**src/rtl/fp32_mul_seq.sv**
```systemverilog
// ---------------------------------------------------------------------------
// fp32_mul_seq -- sequential IEEE-754 single-precision multiplier.
//
// A radix-2 shift-add engine multiplies the two 24-bit significands (hidden
// bit included) one multiplier bit per cycle, LSB first. A normalise step then
// packs sign, exponent and 23 fraction bits. Denormal inputs are flushed to
// zero and no denormal results are produced. Latency is fixed: a start
// sampled at edge k raises done for one cycle after edge k+26.
//
// Build option:
//   FP32_MUL_RNE_EN  when defined, round to nearest-even using guard and
//                    sticky bits; otherwise truncate (round toward zero).
//                    Latency is identical in both builds.
//
// Ports:
//   clk           in   1   rising-edge clock
//   rst           in   1   synchronous active-low reset
//   start         in   1   operation request, sampled only in IDLE
//   multiplicand  in  32   operand A, captured on the accepted start edge
//   multiplier    in  32   operand B, captured on the accepted start edge
//   busy          out  1   high from the edge after acceptance through done
//   done          out  1   single-cycle completion pulse
//   product       out 32   result, held from done until the next done
// ---------------------------------------------------------------------------
module fp32_mul_seq (
  input  logic        clk,
  input  logic        rst,
  input  logic        start,
  input  logic [31:0] multiplicand,
  input  logic [31:0] multiplier,
  output logic        busy,
  output logic        done,
  output logic [31:0] product
);

  typedef enum logic [1:0] {
    IDLE = 2'd0,
    CALC = 2'd1,
    NORM = 2'd2,
    DONE = 2'd3
  } state_t;

  localparam logic [31:0] QNAN = 32'h7FC0_0000;

`ifdef FP32_MUL_RNE_EN
  localparam logic RNE = 1'b1;
`else
  localparam logic RNE = 1'b0;
`endif

  state_t             state;
  logic [47:0]        acc;
  logic [23:0]        mcand;
  logic [23:0]        mplier;
  logic [4:0]         cnt;
  logic               sign;
  logic signed [9:0]  exp_sum;
  logic               special;
  logic [31:0]        special_val;
  logic [31:0]        result;

  // ---------------------------------------------------------------------
  // Operand decode, evaluated on the inputs so it can be captured on the
  // accepted start edge together with the significands.
  // ---------------------------------------------------------------------
  logic [7:0]  a_exp, b_exp;
  logic [22:0] a_frac, b_frac;
  logic        a_nan, b_nan, a_inf, b_inf, a_zero, b_zero;
  logic        cap_sign;
  logic        cap_special;
  logic [31:0] cap_special_val;

  assign a_exp  = multiplicand[30:23];
  assign b_exp  = multiplier[30:23];
  assign a_frac = multiplicand[22:0];
  assign b_frac = multiplier[22:0];
  assign a_nan  = (a_exp == 8'hFF) && (a_frac != 23'd0);
  assign b_nan  = (b_exp == 8'hFF) && (b_frac != 23'd0);
  assign a_inf  = (a_exp == 8'hFF) && (a_frac == 23'd0);
  assign b_inf  = (b_exp == 8'hFF) && (b_frac == 23'd0);
  // Exponent field zero covers both true zero and denormals (flushed).
  assign a_zero = (a_exp == 8'h00);
  assign b_zero = (b_exp == 8'h00);
  assign cap_sign = multiplicand[31] ^ multiplier[31];

  // NOTE: every signal assigned in an always_comb gets a default first, so
  // no path can leave it unassigned and infer a latch.
  always_comb begin
    cap_special     = 1'b0;
    cap_special_val = 32'h0000_0000;
    if (a_nan || b_nan) begin
      cap_special     = 1'b1;
      cap_special_val = QNAN;
    end else if ((a_inf && b_zero) || (b_inf && a_zero)) begin
      cap_special     = 1'b1;
      cap_special_val = QNAN;
    end else if (a_inf || b_inf) begin
      cap_special     = 1'b1;
      cap_special_val = {cap_sign, 8'hFF, 23'd0};
    end else if (a_zero || b_zero) begin
      cap_special     = 1'b1;
      cap_special_val = {cap_sign, 31'd0};
    end
  end

  // ---------------------------------------------------------------------
  // Shift-add step: the upper half of the accumulator absorbs the partial
  // product, then the whole accumulator shifts right one place. After 24
  // steps acc holds the full 48-bit significand product.
  // ---------------------------------------------------------------------
  logic [24:0] step_sum;

  always_comb begin
    step_sum = {1'b0, acc[47:24]} + (mplier[0] ? {1'b0, mcand} : 25'd0);
  end

  // ---------------------------------------------------------------------
  // Normalise and round. The product of two [1,2) significands lies in
  // [1,4); bit 47 selects whether one extra right shift is needed.
  // ---------------------------------------------------------------------
  logic [22:0]       frac_n;
  logic              guard;
  logic              sticky;
  logic signed [9:0] exp_n;
  logic              round_up;
  logic [23:0]       frac_r;
  logic signed [9:0] exp_r;
  logic [31:0]       norm_val;

  always_comb begin
    if (acc[47]) begin
      frac_n = acc[46:24];
      guard  = acc[23];
      sticky = |acc[22:0];
      exp_n  = exp_sum + 10'sd1;
    end else begin
      frac_n = acc[45:23];
      guard  = acc[22];
      sticky = |acc[21:0];
      exp_n  = exp_sum;
    end

    // Nearest-even: round up above half-way, or at half-way when odd.
    round_up = RNE & guard & (sticky | frac_n[0]);
    frac_r   = {1'b0, frac_n} + {23'd0, round_up};
    // A carry out of the fraction means the significand became 2.0: the
    // fraction bits are already zero, only the exponent moves.
    exp_r    = frac_r[23] ? (exp_n + 10'sd1) : exp_n;

    if (exp_r >= 10'sd255) begin
      norm_val = {sign, 8'hFF, 23'd0};
    end else if (exp_r <= 10'sd0) begin
      norm_val = {sign, 31'd0};
    end else begin
      norm_val = {sign, exp_r[7:0], frac_r[22:0]};
    end
  end

  // ---------------------------------------------------------------------
  // Control and datapath registers.
  // ---------------------------------------------------------------------
  // NOTE: sequential state uses non-blocking assignments so every register
  // samples the pre-edge values, independent of statement order.
  always_ff @(posedge clk) begin
    if (!rst) begin
      state       <= IDLE;
      busy        <= 1'b0;
      done        <= 1'b0;
      product     <= 32'h0000_0000;
      acc         <= 48'd0;
      cnt         <= 5'd0;
      mcand       <= 24'd0;
      mplier      <= 24'd0;
      sign        <= 1'b0;
      exp_sum     <= 10'sd0;
      special     <= 1'b0;
      special_val <= 32'h0000_0000;
      result      <= 32'h0000_0000;
    end else begin
      done <= 1'b0;
      // Registered from the current state: rises the edge after acceptance
      // and falls the edge after the done cycle.
      busy <= (state != IDLE);

      case (state)
        IDLE: begin
          if (start) begin
            mcand       <= {1'b1, a_frac};
            mplier      <= {1'b1, b_frac};
            sign        <= cap_sign;
            exp_sum     <= $signed({2'b00, a_exp}) + $signed({2'b00, b_exp})
                           - 10'sd127;
            special     <= cap_special;
            special_val <= cap_special_val;
            acc         <= 48'd0;
            cnt         <= 5'd0;
            state       <= CALC;
          end
        end

        CALC: begin
          acc    <= {step_sum, acc[23:1]};
          mplier <= {1'b0, mplier[23:1]};
          // Counter stops at 23 rather than wrapping.
          if (cnt == 5'd23) begin
            state <= NORM;
          end else begin
            cnt <= cnt + 5'd1;
          end
        end

        NORM: begin
          result <= special ? special_val : norm_val;
          state  <= DONE;
        end

        DONE: begin
          product <= result;
          done    <= 1'b1;
          state   <= IDLE;
        end

        default: state <= IDLE;
      endcase
    end
  end

endmodule
```
**config.mk**
```make
export PLATFORM = sky130hd
export DESIGN_NAME = fp32_mul_seq
export DESIGN_NICKNAME = d
export VERILOG_FILES = /design/src/rtl/fp32_mul_seq.sv
export SDC_FILE = /design/constraint.sdc
export NUM_CORES = 1
export LEC_CHECK = 0
export ABC_AREA = 1
export BUFFER_PORTS_ARGS = -buffer_cell sky130_fd_sc_hd__buf_2
export CAP_MARGIN = 10
export CORE_ASPECT_RATIO = 1.4
export CORE_MARGIN = 8
export CORE_UTILIZATION = 53
export DETAILED_ROUTE_END_ITERATION = 16
export PLACE_DENSITY = 0.81
export SYNTH_ARGS = -nofsm -noshare
export SYNTH_HDL_FRONTEND = slang
export SYNTH_SLANG_ARGS = --single-unit
```
**constraint.sdc**
```tcl
create_clock -name clk -period 2.51 [get_ports clk]
set_input_delay 0.502 -clock clk [delete_from_list [all_inputs] [get_ports clk]]
set_output_delay 0.502 -clock clk [all_outputs]
set_load 0.005 [all_outputs]
```
# Word-level counts from Yosys, hierarchy flattened
# Cells that the tools add are included.
# classes
magnitude_cmp	2
n_eq_ne	9
n_reduce_logical	23
muxes	25
n_addsub	5
bitwise	1
# op_table
operator	count
32-bit 2-to-1 mux	5
48-bit one-hot mux with 2 select lines	1
31-bit 2-to-1 mux	2
24-bit 2-to-1 mux	2
48-bit 2-to-1 mux	1
24-bit one-hot mux with 2 select lines	1
23-bit zero test	2
23-bit nonzero test	2
24-bit by 24-bit adder with 25-bit output	1
23-bit 2-to-1 mux	1
8-bit equality test, second input constant	2
8-bit zero test	2
10-bit by 2-bit adder with 10-bit output, second input constant	1
10-bit by 9-bit greater-or-equal comparator with 1-bit output, second input constant	1
10-bit by 1-bit less-or-equal comparator with 1-bit output, second input constant	1
10-bit 2-to-1 mux	1
5-bit 2-to-1 mux	2
5-bit one-hot mux with 2 select lines	1
9-bit by 7-bit subtractor with 10-bit output, second input constant	1
8-bit by 8-bit adder with 9-bit output	1
2-bit one-hot mux with 4 select lines	1
1-bit logical AND	6
2-bit inequality test, second input constant	3
2-bit AND reduction	3
other kinds (11)	21
# word_totals
reg_bits	213
word_cells	78

# Logic depth before layout (Yosys ltp)
# depth
word_depth	6
depth_mapped	18
depth_no_buf	17

# Worst setup path after synthesis
# Ideal clock, no wire load.
# synth_path
path_type	register to register
from	register mplier[0]
to	register acc[35]
n_path_buf	1
setup_ns	0.132
stages_incl_launch_ff	19
arrival_time_ns	2.236
slack_ns	0.142
cell_sequence	dfxtp_1 clkbuf_1 nand2_1 inv_1 ha_1 inv_1 fa_1 inv_1 nand3_1 nand2_1 nand2_1 nand2_1 inv_1 o21ai_0 nand2_1 nand2_1 nand2_1 nand3_1 a21oi_1
# synth_between
elab_chain_len	3
# synth_rtl
item	line	rtl
start: declaration	54	logic [23:0] mplier;
start signal: assignment	189	mplier <= {1'b1, b_frac};
start signal: assignment	203	mplier <= {1'b0, mplier[23:1]};
24-bit 2-to-1 mux	114	step_sum = {1'b0, acc[47:24]} + (mplier[0] ? {1'b0, mcand} : 25'd0);
24-bit by 24-bit adder with 25-bit output	114	
48-bit one-hot mux with 2 select lines	185	case (state)
end signal: assignment	202	acc <= {step_sum, acc[23:1]};
end: declaration	52	logic [47:0] acc;
# Every way passes these cells.
# A chain may end at the register's enable or synchronous reset.

# Final worst setup path
# layout_path
from	register mplier[0]
to	register acc[37]
# Same word-level chain as after synthesis.

==> qor.txt <==
crit path capture type - flip-flop
setup TNS - 0 ns
final-layout fill cell count - 1,490
core area - 0.01617 mm²
cell count after synthesis - 1,298
Yosys reg bits - 161
Slowest-stage cell, CP - dfxtp_2
Cell Chain, Critical Path - nand2_1 > inv_1 > ha_1 > inv_1 > fa_1 > inv_1 > nand3_1 > nand2_1 > nand2_1 > nand2_1 > inv_1 > o21ai_0 > a21oi_1 > o21ai_0 > a21oi_1
Max Cap Violations - 0
most common cell after layout, fill and taps aside - nand2_1
Switch Pwr - 3.245 mW
path depth of the worst reg2reg path - 15
vias in the first global route - 8,545
GRT Resource Usage Total - 21.77%
# clock sinks - 161
endpoint of the worst-slack reg-to-reg timing path - acc[37]
Startpoint Class - flip-flop
fin. max-slew vios - 0
worst slew pin tran - 0.7121 ns
sequential area share after synthesis - 36.85%
Pleak - 4.770 nW
Final Setup Violations - 0
syn avg cell area - 6.738 µm²
Die ar. - 0.02093 mm²
Root Driver - clkbuf_16
CTS H-Tree Depth - 4
Ports - 101
layout cell share with drive strength beyond 1 - 12.47%
clock power share - 31.1%
Data arrival, critical path - 2.57 ns
Residual DRC - 0
gr ovfl total - 0
post-route design area - 0.01010 mm²
setup repair after global routing missed its margin - false
CTS Hold Bufs - 0
Tmin final - 2.255 ns
Post-DP HPWL - 16,660 µm
DRC marker count from the first detailed-route iteration - 413
DR pass1 iterations - 5
largest net degree at the start of global routing - 54
DR WL/cell - 14.32 µm
Pwr Total - 8.815 mW
Worst Clk Skew - 0.007030 ns
Pwr Density - 872.8 mW/mm²
post-CTS setup buffer count - 0
peak fanout along the critical path - 4
final period utilization - 89.85%
HP Start - multiplicand[7]
hold path endpoint - mcand[7]
Starting Density - 54.08%
Gate power share - 30.7%
worst vdd ir - 0.6167 mV
CTS buffer count - 17
via count - 8,756
CTS clk-pin slew, worst paths - 0.06 ns
Synthesized Nets - 1,413
DR vias/cell - 5.493
Final Hold Fails - 0
routed wire length - 22,830 µm
Clk Latency, worst-skew pair - 0.43 ns
antenna violations before repair - 0
port bufs - 100
CTS tree - built
Power Internal - 5.570 mW
switching part of the total - 36.82%
yosys warns - 0
std cell rows - 55
hold crit path type - input pin to flip-flop
reg2reg setup slack - 0.25 ns
die height - 168.0 µm
Max Freq - 0.4434 GHz
dpl cell area - 0.009433 mm²
area of the mapped netlist - 0.008746 mm²
sequential cell fraction of total power - 38.2%
reg2reg start - mplier[0]
Max stage delay on crit path - 0.36 ns
Detail Route Antenna Nets - 0
number of diodes - 0
Unique masters post-synth - 41
commonest non-fill, non-tap cells in the layout - nand2_1 (278), nor2_1 (195), dfxtp_1 (160)
Relative slew margins - 52.23%
Chip Width - 124.6 µm
Max Root-Sink Buffers - 2
Storage cell area - 0.003224 mm²
Crit Path Class - flip-flop to flip-flop
nets - 1,497
outcome - finished clean
Multi-input gate area - 0.004866 mm²
Req. time, crit path - 2.82 ns
first-pass GRT wire length - 38,320 µm
Layout area overhead - 15.48%
Hold Path Cell Cnt - 3
GPL Wtd Cong - 0.9297
-- area by class of cell --
cell class	instances	area share (%)
clock inverter	15	1.970
multi-input combinational	960	48.18
sequential	161	31.93
clock buffer	17	4.212
inverter	119	4.423
timing repair buffer	123	6.826
tap	199	2.465
-- worst max-delay path: cells and delay by family, from the launching register on --
kind,cells,cell delay [ns]
and+or+nand+nor,5,0.42
buffers and inverters,4,0.27
DFF,1,0.36
adders and majority gates,2,0.50
AOI/OAI and AO/OA,4,0.58
-- worst max path at each step --
stage | startpoint | slack (ns) | to | cells past startpoint
3_3_place_gp | mplier[0] | 0.06 | acc[39] | 17
4_1_cts | mplier[0] | 0.13 | acc[39] | 16
2_1_floorplan | mplier[0] | 0.14 | acc[35] | 18
5_1_grt | mplier[0] | 0.02 | acc[39] | 17
6_report | mplier[0] | 0.25 | acc[37] | 15
3_5_place_dp | mplier[0] | 0.03 | acc[33] | 16
-- repair_timing --
item	in CTS	in global routing
setup endpoints to repair	1	11
cloned	0	1
gates resized for setup	1	8
-- Yosys cell counts --
master | number | area, µm²
dfxtp_1 | 161 | 3223
nor2_4 | 3 | 33.78
xor2_2 | 1 | 16.27
and3_1 | 1 | 6.260
fa_1 | 2 | 40.04
nand3_2 | 1 | 10.01
a211oi_1 | 7 | 52.55
nand3_1 | 42 | 210.2
inv_2 | 2 | 7.510
o22ai_1 | 1 | 6.260
ha_1 | 46 | 575.6
a21o_1 | 5 | 37.54
nor2_2 | 1 | 6.260
o221ai_1 | 1 | 8.760
nand2_4 | 1 | 11.26
a31oi_1 | 24 | 150.1
xnor2_2 | 1 | 16.27
o21a_1 | 1 | 7.510
nor3_1 | 11 | 55.05
nor2_1 | 195 | 732.0
o21bai_1 | 3 | 22.52
a221oi_1 | 1 | 8.760
o21ai_0 | 147 | 735.7
nor4_1 | 3 | 18.77
xor2_1 | 7 | 61.31
buf_2 | 3 | 15.01
a21boi_0 | 2 | 15.01
a41oi_1 | 1 | 8.760
nor3_2 | 1 | 10.01
nand2_1 | 278 | 1044
o211ai_1 | 2 | 15.01
clkinv_1 | 3 | 11.26
clkbuf_1 | 53 | 198.9
or2_2 | 1 | 6.260
a21oi_1 | 134 | 670.6
nand3b_1 | 12 | 90.09
inv_1 | 114 | 427.9
xnor2_1 | 1 | 8.760
buf_6 | 3 | 33.78
nand2_2 | 2 | 12.51
nand4_1 | 20 | 125.1
-- registers in the layout (all words and copies together) (netlist names), 3 cells and up --
name and cells:
product 32, result 32, acc 25, mcand 24, mplier 24, exp_sum 10, cnt 5, special_val 3
-- power groups by stage --
| stage | clock network, mW | registers, mW | logic [mW] |
|---|---|---|---|
| after floorplan | 0 | 3.35 | 1.95 |
| after global placement | 0 | 3.40 | 2.60 |
| after detailed placement | 0 | 3.42 | 2.65 |
| after CTS | 2.77 | 3.36 | 2.67 |
| after global routing | 2.88 | 3.43 | 3.09 |
| final | 2.74 | 3.37 | 2.71 |
-- per-stage QoR --
step	worst slack, ns	utilization, %	instances	hold slack (ns)
floorplan	0.1418	-	1298	0.4244
global placement	0.06341	58.33	1561	0.4391
detailed placement	0.03369	58.33	1561	0.4484
CTS	0.1293	62.19	1593	0.3269
global route	0.01641	62.45	1594	0.3442
finish	0.2548	62.45	1594	0.3383
-- metal layers --
layer | up-vias | part of all wire, % | track usage, %
li1 | 4465 | - | -
met1 | 3998 | 40 | 22.05
met2 | 224 | 51 | 39.64
met3 | 69 | 4.5 | 4.463
met4 | 0 | 5.1 | 14.35
met5 | - | 0 | 0
-- cell families after synthesis --
group / Yosys count / synth area share (%)
AOI/OAI and AO/OA: 329 / 19.89
xor gates and xnor gates: 10 / 1.173
adders and majority gates: 48 / 7.039
buffers and inverters: 178 / 7.940
DFF: 161 / 36.85
and+or+nand+nor: 572 / 27.11
Note: power is estimated with default switching activity, not from simulation.
